[config.mk]
export PLATFORM = sky130hd
export DESIGN_NAME = mem_arbiter
export DESIGN_NICKNAME = d
export VERILOG_FILES = /design/src/rtl/mem_arbiter.sv
export SDC_FILE = /design/constraint.sdc
export NUM_CORES = 1
export LEC_CHECK = 0
export CORE_AREA = 4 4 105 107
export DETAILED_ROUTE_END_ITERATION = 12
export DIE_AREA = 0 0 109 111
export DONT_BUFFER_PORTS = 1
export GPL_TIMING_DRIVEN = 0
export SYNTH_ARGS = -nofsm -noshare
export SYNTH_HDL_FRONTEND = slang
export SYNTH_SLANG_ARGS = --single-unit
[constraint.sdc]
create_clock -name clk -period 1.2 [get_ports clk]
set_input_delay 0.06 -clock clk [delete_from_list [all_inputs] [get_ports clk]]
set_output_delay 0.06 -clock clk [all_outputs]
set_load 0.02 [all_outputs]
[src/rtl/mem_arbiter.sv]
// mem_arbiter: shares one synchronous-read memory port between instruction
// fetch (imem) and load/store (dmem). Data wins contention, but a starvation
// counter forces a fetch grant after STARVE_LIMIT consecutive losses. Read
// data is steered back to the issuing port and held until its next read.
module mem_arbiter #(
  parameter int unsigned STARVE_LIMIT = 4
) (
  input  logic        clk,
  input  logic        reset,
  // Instruction-fetch port
  input  logic [31:0] imem_address,
  input  logic        imem_enable,
  output logic [31:0] imem_data,
  output logic        imem_wait,
  // Load/store port
  input  logic [31:0] dmem_address,
  input  logic        dmem_enable,
  input  logic        dmem_write_enable,
  input  logic [31:0] dmem_write_data,
  input  logic [3:0]  dmem_byteen,
  output logic [31:0] dmem_read_data,
  output logic        dmem_wait,
  // Shared memory port
  output logic [31:0] mem_address,
  output logic        mem_enable,
  output logic        mem_write_enable,
  output logic [31:0] mem_write_data,
  output logic [3:0]  mem_byteen,
  input  logic [31:0] mem_q
);

  localparam int unsigned CNT_W  = 4;
  localparam int unsigned DATA_W = 32;
  localparam int unsigned ADDR_W = 32;
  localparam int unsigned BE_W   = 4;

  localparam logic [CNT_W-1:0] LIMIT = CNT_W'(STARVE_LIMIT);

  typedef enum logic [1:0] {
    OWN_NONE = 2'd0,
    OWN_IMEM = 2'd1,
    OWN_DMEM = 2'd2
  } owner_t;

  logic [CNT_W-1:0]  r_starve_cnt;
  owner_t            r_rd_owner;
  logic [DATA_W-1:0] r_i_hold;
  logic [DATA_W-1:0] r_d_hold;

  logic              w_grant_i;
  logic              w_grant_d;
  logic              w_d_store;

  // Grant decision: data first, fetch forced once the starve counter hits the limit
  always_comb begin
    w_grant_i = 1'b0;
    w_grant_d = 1'b0;
    if (!reset) begin
      if (imem_enable && dmem_enable) begin
        if (r_starve_cnt >= LIMIT) begin
          w_grant_i = 1'b1;
        end else begin
          w_grant_d = 1'b1;
        end
      end else if (imem_enable) begin
        w_grant_i = 1'b1;
      end else if (dmem_enable) begin
        w_grant_d = 1'b1;
      end
    end
  end

  assign w_d_store = w_grant_d && dmem_write_enable;

  // Shared-port drive and per-port stall indication
  always_comb begin
    mem_enable       = w_grant_i || w_grant_d;
    mem_address      = ADDR_W'(0);
    mem_write_enable = w_d_store;
    mem_write_data   = DATA_W'(0);
    mem_byteen       = BE_W'(0);
    if (w_grant_d) begin
      mem_address = dmem_address;
      mem_byteen  = dmem_byteen;
      if (dmem_write_enable) begin
        mem_write_data = dmem_write_data;
      end
    end else if (w_grant_i) begin
      mem_address = imem_address;
    end
    imem_wait = reset || (imem_enable && !w_grant_i);
    dmem_wait = reset || (dmem_enable && !w_grant_d);
  end

  // Return path: live mem_q in the cycle after the owner's read, held value otherwise
  always_comb begin
    imem_data      = r_i_hold;
    dmem_read_data = r_d_hold;
    if (reset) begin
      imem_data      = DATA_W'(0);
      dmem_read_data = DATA_W'(0);
    end else begin
      if (r_rd_owner == OWN_IMEM) imem_data = mem_q;
      if (r_rd_owner == OWN_DMEM) dmem_read_data = mem_q;
    end
  end

  // Starve counter, read-owner tracking and per-port read-data holding registers
  always_ff @(posedge clk) begin
    if (reset) begin
      r_starve_cnt <= CNT_W'(0);
      r_rd_owner   <= OWN_NONE;
      r_i_hold     <= DATA_W'(0);
      r_d_hold     <= DATA_W'(0);
    end else begin
      // Fetch losing counts up (saturating); fetch granted or idle clears it
      if (!imem_enable || w_grant_i) begin
        r_starve_cnt <= CNT_W'(0);
      end else if (r_starve_cnt < LIMIT) begin
        r_starve_cnt <= r_starve_cnt + CNT_W'(1);
      end

      if (w_grant_i) begin
        r_rd_owner <= OWN_IMEM;
      end else if (w_grant_d && !dmem_write_enable) begin
        r_rd_owner <= OWN_DMEM;
      end else begin
        r_rd_owner <= OWN_NONE;
      end

      if (r_rd_owner == OWN_IMEM) r_i_hold <= mem_q;
      if (r_rd_owner == OWN_DMEM) r_d_hold <= mem_q;
    end
  end

endmodule

After elaboration in Yosys (flattened, before gate mapping)
Index checks and enable logic that the tools add are counted.
{"block": "totals", "regBits": 70, "latch_bits": 0, "ramBits": 0, "mem_bits_ro": 0, "inputBits": 137, "output_inout_bits": 136, "elab_cells": 45, "mem_count": 0}
{"block": "classes", "add_sub_neg": 1, "n_mul": 0, "div": 0, "magnitude_cmp": 2, "n_eq_ne": 2, "shifts": 0, "n_mux": 20, "n_bitwise": 0, "reduce_logical": 15}
{"cell": "32-bit two-way mux", "count": 8}
{"cell": "1-bit two-way mux", "count": 10}
{"cell": "1-bit logical AND", "count": 5}
{"cell": "4-bit by 1-bit adder with 4-bit output (second input constant)", "count": 1}
{"cell": "4-bit by 3-bit greater-or-equal comparator with 1-bit output (second input constant)", "count": 1}
{"cell": "1-bit logical NOT", "count": 4}
{"cell": "1-bit logical OR", "count": 4}
{"cell": "4-bit by 3-bit less-than comparator with 1-bit output (second input constant)", "count": 1}
{"cell": "4-bit two-way mux", "count": 1}
{"cell": "2-bit OR reduction", "count": 2}
{"cell": "2-bit by 1-bit == test with 1-bit output (second input constant)", "count": 1}
{"cell": "2-bit == test (second input constant)", "count": 1}
{"cell": "2-bit two-way mux", "count": 1}

Longest topological paths before layout
{"block": "depth", "word_depth": 7, "mapped_depth": 5, "mapped_depth_nobuf": 3}

Worst setup path before layout
Ideal clock, no wire load.
{"block": "synth_timing", "kind": "register -> register", "start": "reg r_rd_owner[0]", "end": "reg r_d_hold[10]", "arrival_time_ns": 1.251, "required_time_ns": 1.040, "path_slack_ns": -0.210, "stages_incl_launch_ff": 5, "synth_period_minus_slack_ns": 1.410, "cell_sequence": "dfxtp_1 nand2b_1 clkbuf_1 nand2_1 a21oi_1"}
{"block": "synth_via", "elab_chain_cells": 3}
{"item": "from (decl)", "line": "46", "text": "owner_t r_rd_owner;"}
{"item": "from (signal assigned)", "line": "112", "text": "r_rd_owner <= OWN_NONE;"}
{"item": "from (signal assigned)", "line": "124", "text": "r_rd_owner <= OWN_IMEM;"}
{"item": "from (signal assigned)", "line": "126", "text": "r_rd_owner <= OWN_DMEM;"}
{"item": "2-bit == test"}
{"item": "32-bit two-way mux (2 in series)"}
{"item": "net dmem_read_data[10]", "line": "21", "text": "output logic [31:0] dmem_read_data,"}
{"item": "to (signal assigned)", "line": "132", "text": "if (r_rd_owner == OWN_DMEM) r_d_hold <= mem_q;"}
{"item": "to (decl)", "line": "48", "text": "logic [DATA_W-1:0] r_d_hold;"}
The timed path passes the listed nets, and every way through them passes these cells.
A chain may end at the register's enable or synchronous reset.

Worst setup path in the final report
{"block": "layout_timing", "start": "reg r_starve_cnt[3]", "end": "out mem_address[3]"}
{"block": "layout_via", "elab_chain_cells": 6, "elab_cells_between_ends": 9}
{"item": "from (decl)", "line": "45", "text": "logic [CNT_W-1:0] r_starve_cnt;"}
{"item": "from (signal assigned)", "line": "120", "text": "r_starve_cnt <= r_starve_cnt + CNT_W'(1);"}
{"item": "4-bit by 3-bit greater-or-equal comparator with 1-bit output *", "line": "60", "text": "if (r_starve_cnt >= LIMIT) begin"}
{"item": "1-bit two-way mux", "line": "60"}
{"item": "1-bit two-way mux", "line": "59", "text": "if (imem_enable && dmem_enable) begin"}
{"item": "1-bit two-way mux", "line": "58", "text": "if (!reset) begin"}
{"item": "32-bit two-way mux", "line": "88", "text": "end else if (w_grant_i) begin"}
{"item": "32-bit two-way mux *", "line": "82", "text": "if (w_grant_d) begin"}
{"item": "to (decl)", "line": "24", "text": "output logic [31:0] mem_address,"}
Mark *: on every way between the ends. The rest lies on a longest branch, timed or not.

==> summary.txt <==
=================================================================================
Die height                                                                 111 um
Placer congestion estimate                                                  0.876
TritonCTS clock tree                                                         done
DRT Pass-1 Iters                                                                4
Crit path arrival time                                                    1600 ps
Post-layout worst setup margin                                            -461 ps
Buffers and inverters on the worst path                                         2
Starting Density                                                            30.0%
Clock slew seen by the registers of the worst setup and hold paths          70 ps
Vias post-DR                                                                3,299
Dominant cell type by area after synthesis                           sky130_fd_sc_hd__dfxtp_1
Antenna violations before repair                                                0
Detailed-route vias per instance                                             5.54
Number of H-tree branching levels                                               3
Number of endpoints with negative hold slack in the final report                0
Area of the core region                                              10,100 sq um
Fin. max-slew vios                                                              0
Clock tree buffer depth                                                         2
Cell with the most instances after synthesis                         sky130_fd_sc_hd__nand2_1
Standard cell with the maximum stage delay on the critical path      sky130_fd_sc_hd__dfxtp_2
Number of setup violations in the final report                                198
Nature of the critical path endpoint                                  output port
Maximum fanout count along the critical path                                   10
Post-synthesis cell count                                                     388
Largest cells by area after synthesis                                sky130_fd_sc_hd__dfxtp_1, sky130_fd_sc_hd__nand2_1, sky130_fd_sc_hd__a21oi_1
Fraction of power consumed by sequential logic                              41.1%
TritonCTS sink count                                                           70
Violated checks                                                      negative setup slack
Overall die area                                                     12,100 sq um
Synth cell count leaders                                             sky130_fd_sc_hd__nand2_1, sky130_fd_sc_hd__dfxtp_1, sky130_fd_sc_hd__a21oi_1
Total negative slack for setup checks                                  -57,910 ps
Initial detailed-routing violation count                                      203
Std cell rows                                                                  37
Distinct cell type count after synthesis                                       23
Combinational Power Share                                                   26.5%
Number of DRC violations after detailed routing                                 0
Type of the setup path with the least slack                          flop to output port
Syn_area_per_cell                                                      7.85 sq um
Number of synthesized register bits                                            70
Worst-Skew Late Latency                                                    360 ps
Switching part of the total power                                           32.8%
Ordered list of cells on the worst path                              o21ai_1 > and3b_2 > buf_8 > buf_6 > a22o_4
Kind of path behind the tightest hold check                          input pin to flop
Clock period minus worst slack                                            1660 ps
Net switching component of the power                                      1.95 mW
Port-buffer cells                                                               0
Worst slack at placement                                                  -487 ps
Setup crit start kind                                                        flop
Unrepaired setup endpoints after global routing                              true
Detailed Place HPWL                                                     11,400 um
Average wire per standard cell                                            29.0 um
Area of the mapped netlist                                             3040 sq um
First-pass GRT wire length                                              22,700 um
Width of the die                                                           109 um
Crit path largest cell delay                                               360 ps
Asr flop ratio synth                                                           0%
CP required                                                               1140 ps
Highest clock frequency the design can meet                               602 MHz
Leakage component of the power                                            2.49 nW
Clock share of power                                                        32.5%
Yosys synthesis warning count                                                   0
Vias in the first global route                                              3,406
Number of enable flip-flop cells after synthesis                                0
Max_slew headroom                                                           7.58%
Outcome                                                              finished, violations left
Worst-Margin Slew                                                         1390 ps
Net count reported at finish                                                  592
Root Buffer Master                                                   sky130_fd_sc_hd__clkbuf_8
Sequential element share of the synthesized area                            46.0%
Max-cap check violation count                                                   0
Most instantiated flip-flop cell in the synthesis netlist            sky130_fd_sc_hd__dfxtp_1
Area share of the largest cell type after synthesis                         46.0%
Synthesized net count                                                         526
Number of clock buffers inserted by TritonCTS                                   9
DRT antenna net count                                                           0
I/O pin count                                                                 273
Layout cell share with drive strength beyond 1                              66.4%
Largest net degree at the start of global routing                              14
CP top delay family                                                    flip-flops
Peak supply drop                                                           634 uV
Synthesis-to-finish area growth                                              104%
Count of antenna diodes in the layout                                           0
WHS                                                                       41.3 ps
Final worst clock skew                                                    17.1 ps
Detailed Route WL                                                       17,200 um
Internal power consumption                                                3.99 mW
Total routing resource utilization after global routing                     25.7%
Global-route congestion overflow total                                          0
Final period utilization                                                     138%
Power density normalized to cell area                                 958 nW/um^2
=================================================================================
[layout make-up]
cell class / count / area (sq um)
Clock inverter: 7 / 73.8
Clock buffer: 9 / 124
Fill cell: 747 / 3940
Multi-Input combinational cell: 282 / 3310
Buffer: 36 / 452
Tap cell: 136 / 170
Timing Repair Buffer: 55 / 652
Sequential cell: 70 / 1410
[worst min-delay path, stage by stage]
cell and delay [ps]:
sky130_fd_sc_hd__nand2_1 80, sky130_fd_sc_hd__nor4_1 70, sky130_fd_sc_hd__nor2b_1 130
[per-layer routing]
metal  up-vias  global-route usage (%)  routed length, um
met4         0                    11.4                729
met3        47                    12.6               1890
met1      1615                    24.2               5360
met5         -                       0                  0
met2       182                    45.9               9270
li1       1455                       -                  -
[worst paths after layout]
check	start	end	slack [ps]	depth (start not counted)
worst max-delay path	r_starve_cnt[3]	mem_address[3]	-460	5
worst min-delay path	imem_enable	r_starve_cnt[0]	40	3
worst max register to register	r_rd_owner[1]	r_d_hold[24]	-140	6
worst min register to register	r_starve_cnt[0]	r_starve_cnt[0]	430	1
[timing repair]
item,4_1_cts,5_1_grt
hold endpoints to repair,65,0
pin swaps,96,86
resized for setup,332,139
hold buffers,33,0
setup buffers,6,8
gates cloned,4,5
setup endpoints to repair,200,197
[per-stage QoR]
step	area, sq um	instances	power (mW)	utilization, %
after detailed placement	3510	524	3.30	34.6
after CTS	5520	583	5.73	54.4
after global placement	3510	524	3.28	34.6
final	6200	595	5.94	61.1
after global routing	6200	595	6.12	61.1
after floorplan	3340	388	3.15	-
[flip-flops by register name, summed over array words and instances (netlist names)]
signal        cells
r_starve_cnt      4
r_rd_owner        2
r_i_hold         32
r_d_hold         32
[cells by family (layout without fill, tap and decap cells)]
logic type	count (synthesis)	after routing	share of synthesized area, %
fa+ha+maj	1	1	0.411
buf+inv	36	107	6.49
flops	70	70	46.0
compound gates	100	100	20.7
other cells	1	1	0.123
simple gates	180	180	26.2
[layout by cell type, fill, tap and decap left out, types with 3 or more instances in the layout]
| master | instances |
|---|---|
| sky130_fd_sc_hd__nand2_4 | 84 |
| sky130_fd_sc_hd__dfxtp_1 | 66 |
| sky130_fd_sc_hd__a21oi_4 | 65 |
| sky130_fd_sc_hd__nand2_1 | 40 |
| sky130_fd_sc_hd__dlygate4sd3_1 | 33 |
| sky130_fd_sc_hd__and3_4 | 32 |
| sky130_fd_sc_hd__a22o_4 | 32 |
| sky130_fd_sc_hd__clkbuf_8 | 12 |
| sky130_fd_sc_hd__buf_6 | 12 |
| sky130_fd_sc_hd__buf_12 | 10 |
| sky130_fd_sc_hd__buf_8 | 8 |
| sky130_fd_sc_hd__clkbuf_16 | 7 |
| sky130_fd_sc_hd__buf_4 | 7 |
| sky130_fd_sc_hd__clkbuf_1 | 5 |
| sky130_fd_sc_hd__and2_4 | 5 |
| sky130_fd_sc_hd__nand2_2 | 5 |
| sky130_fd_sc_hd__buf_2 | 3 |
| sky130_fd_sc_hd__nor2b_4 | 3 |
| sky130_fd_sc_hd__clkbuf_2 | 3 |
[power groups by stage]
stage	combinational, mW	clock [mW]	sequential, mW
2_1_floorplan	0.676	0	2.47
3_3_place_gp	0.802	0	2.48
3_5_place_dp	0.817	0	2.48
4_1_cts	1.35	1.95	2.43
5_1_grt	1.63	2.04	2.45
6_report	1.57	1.93	2.44
No activity file was read; power rests on OpenSTA's default activity.
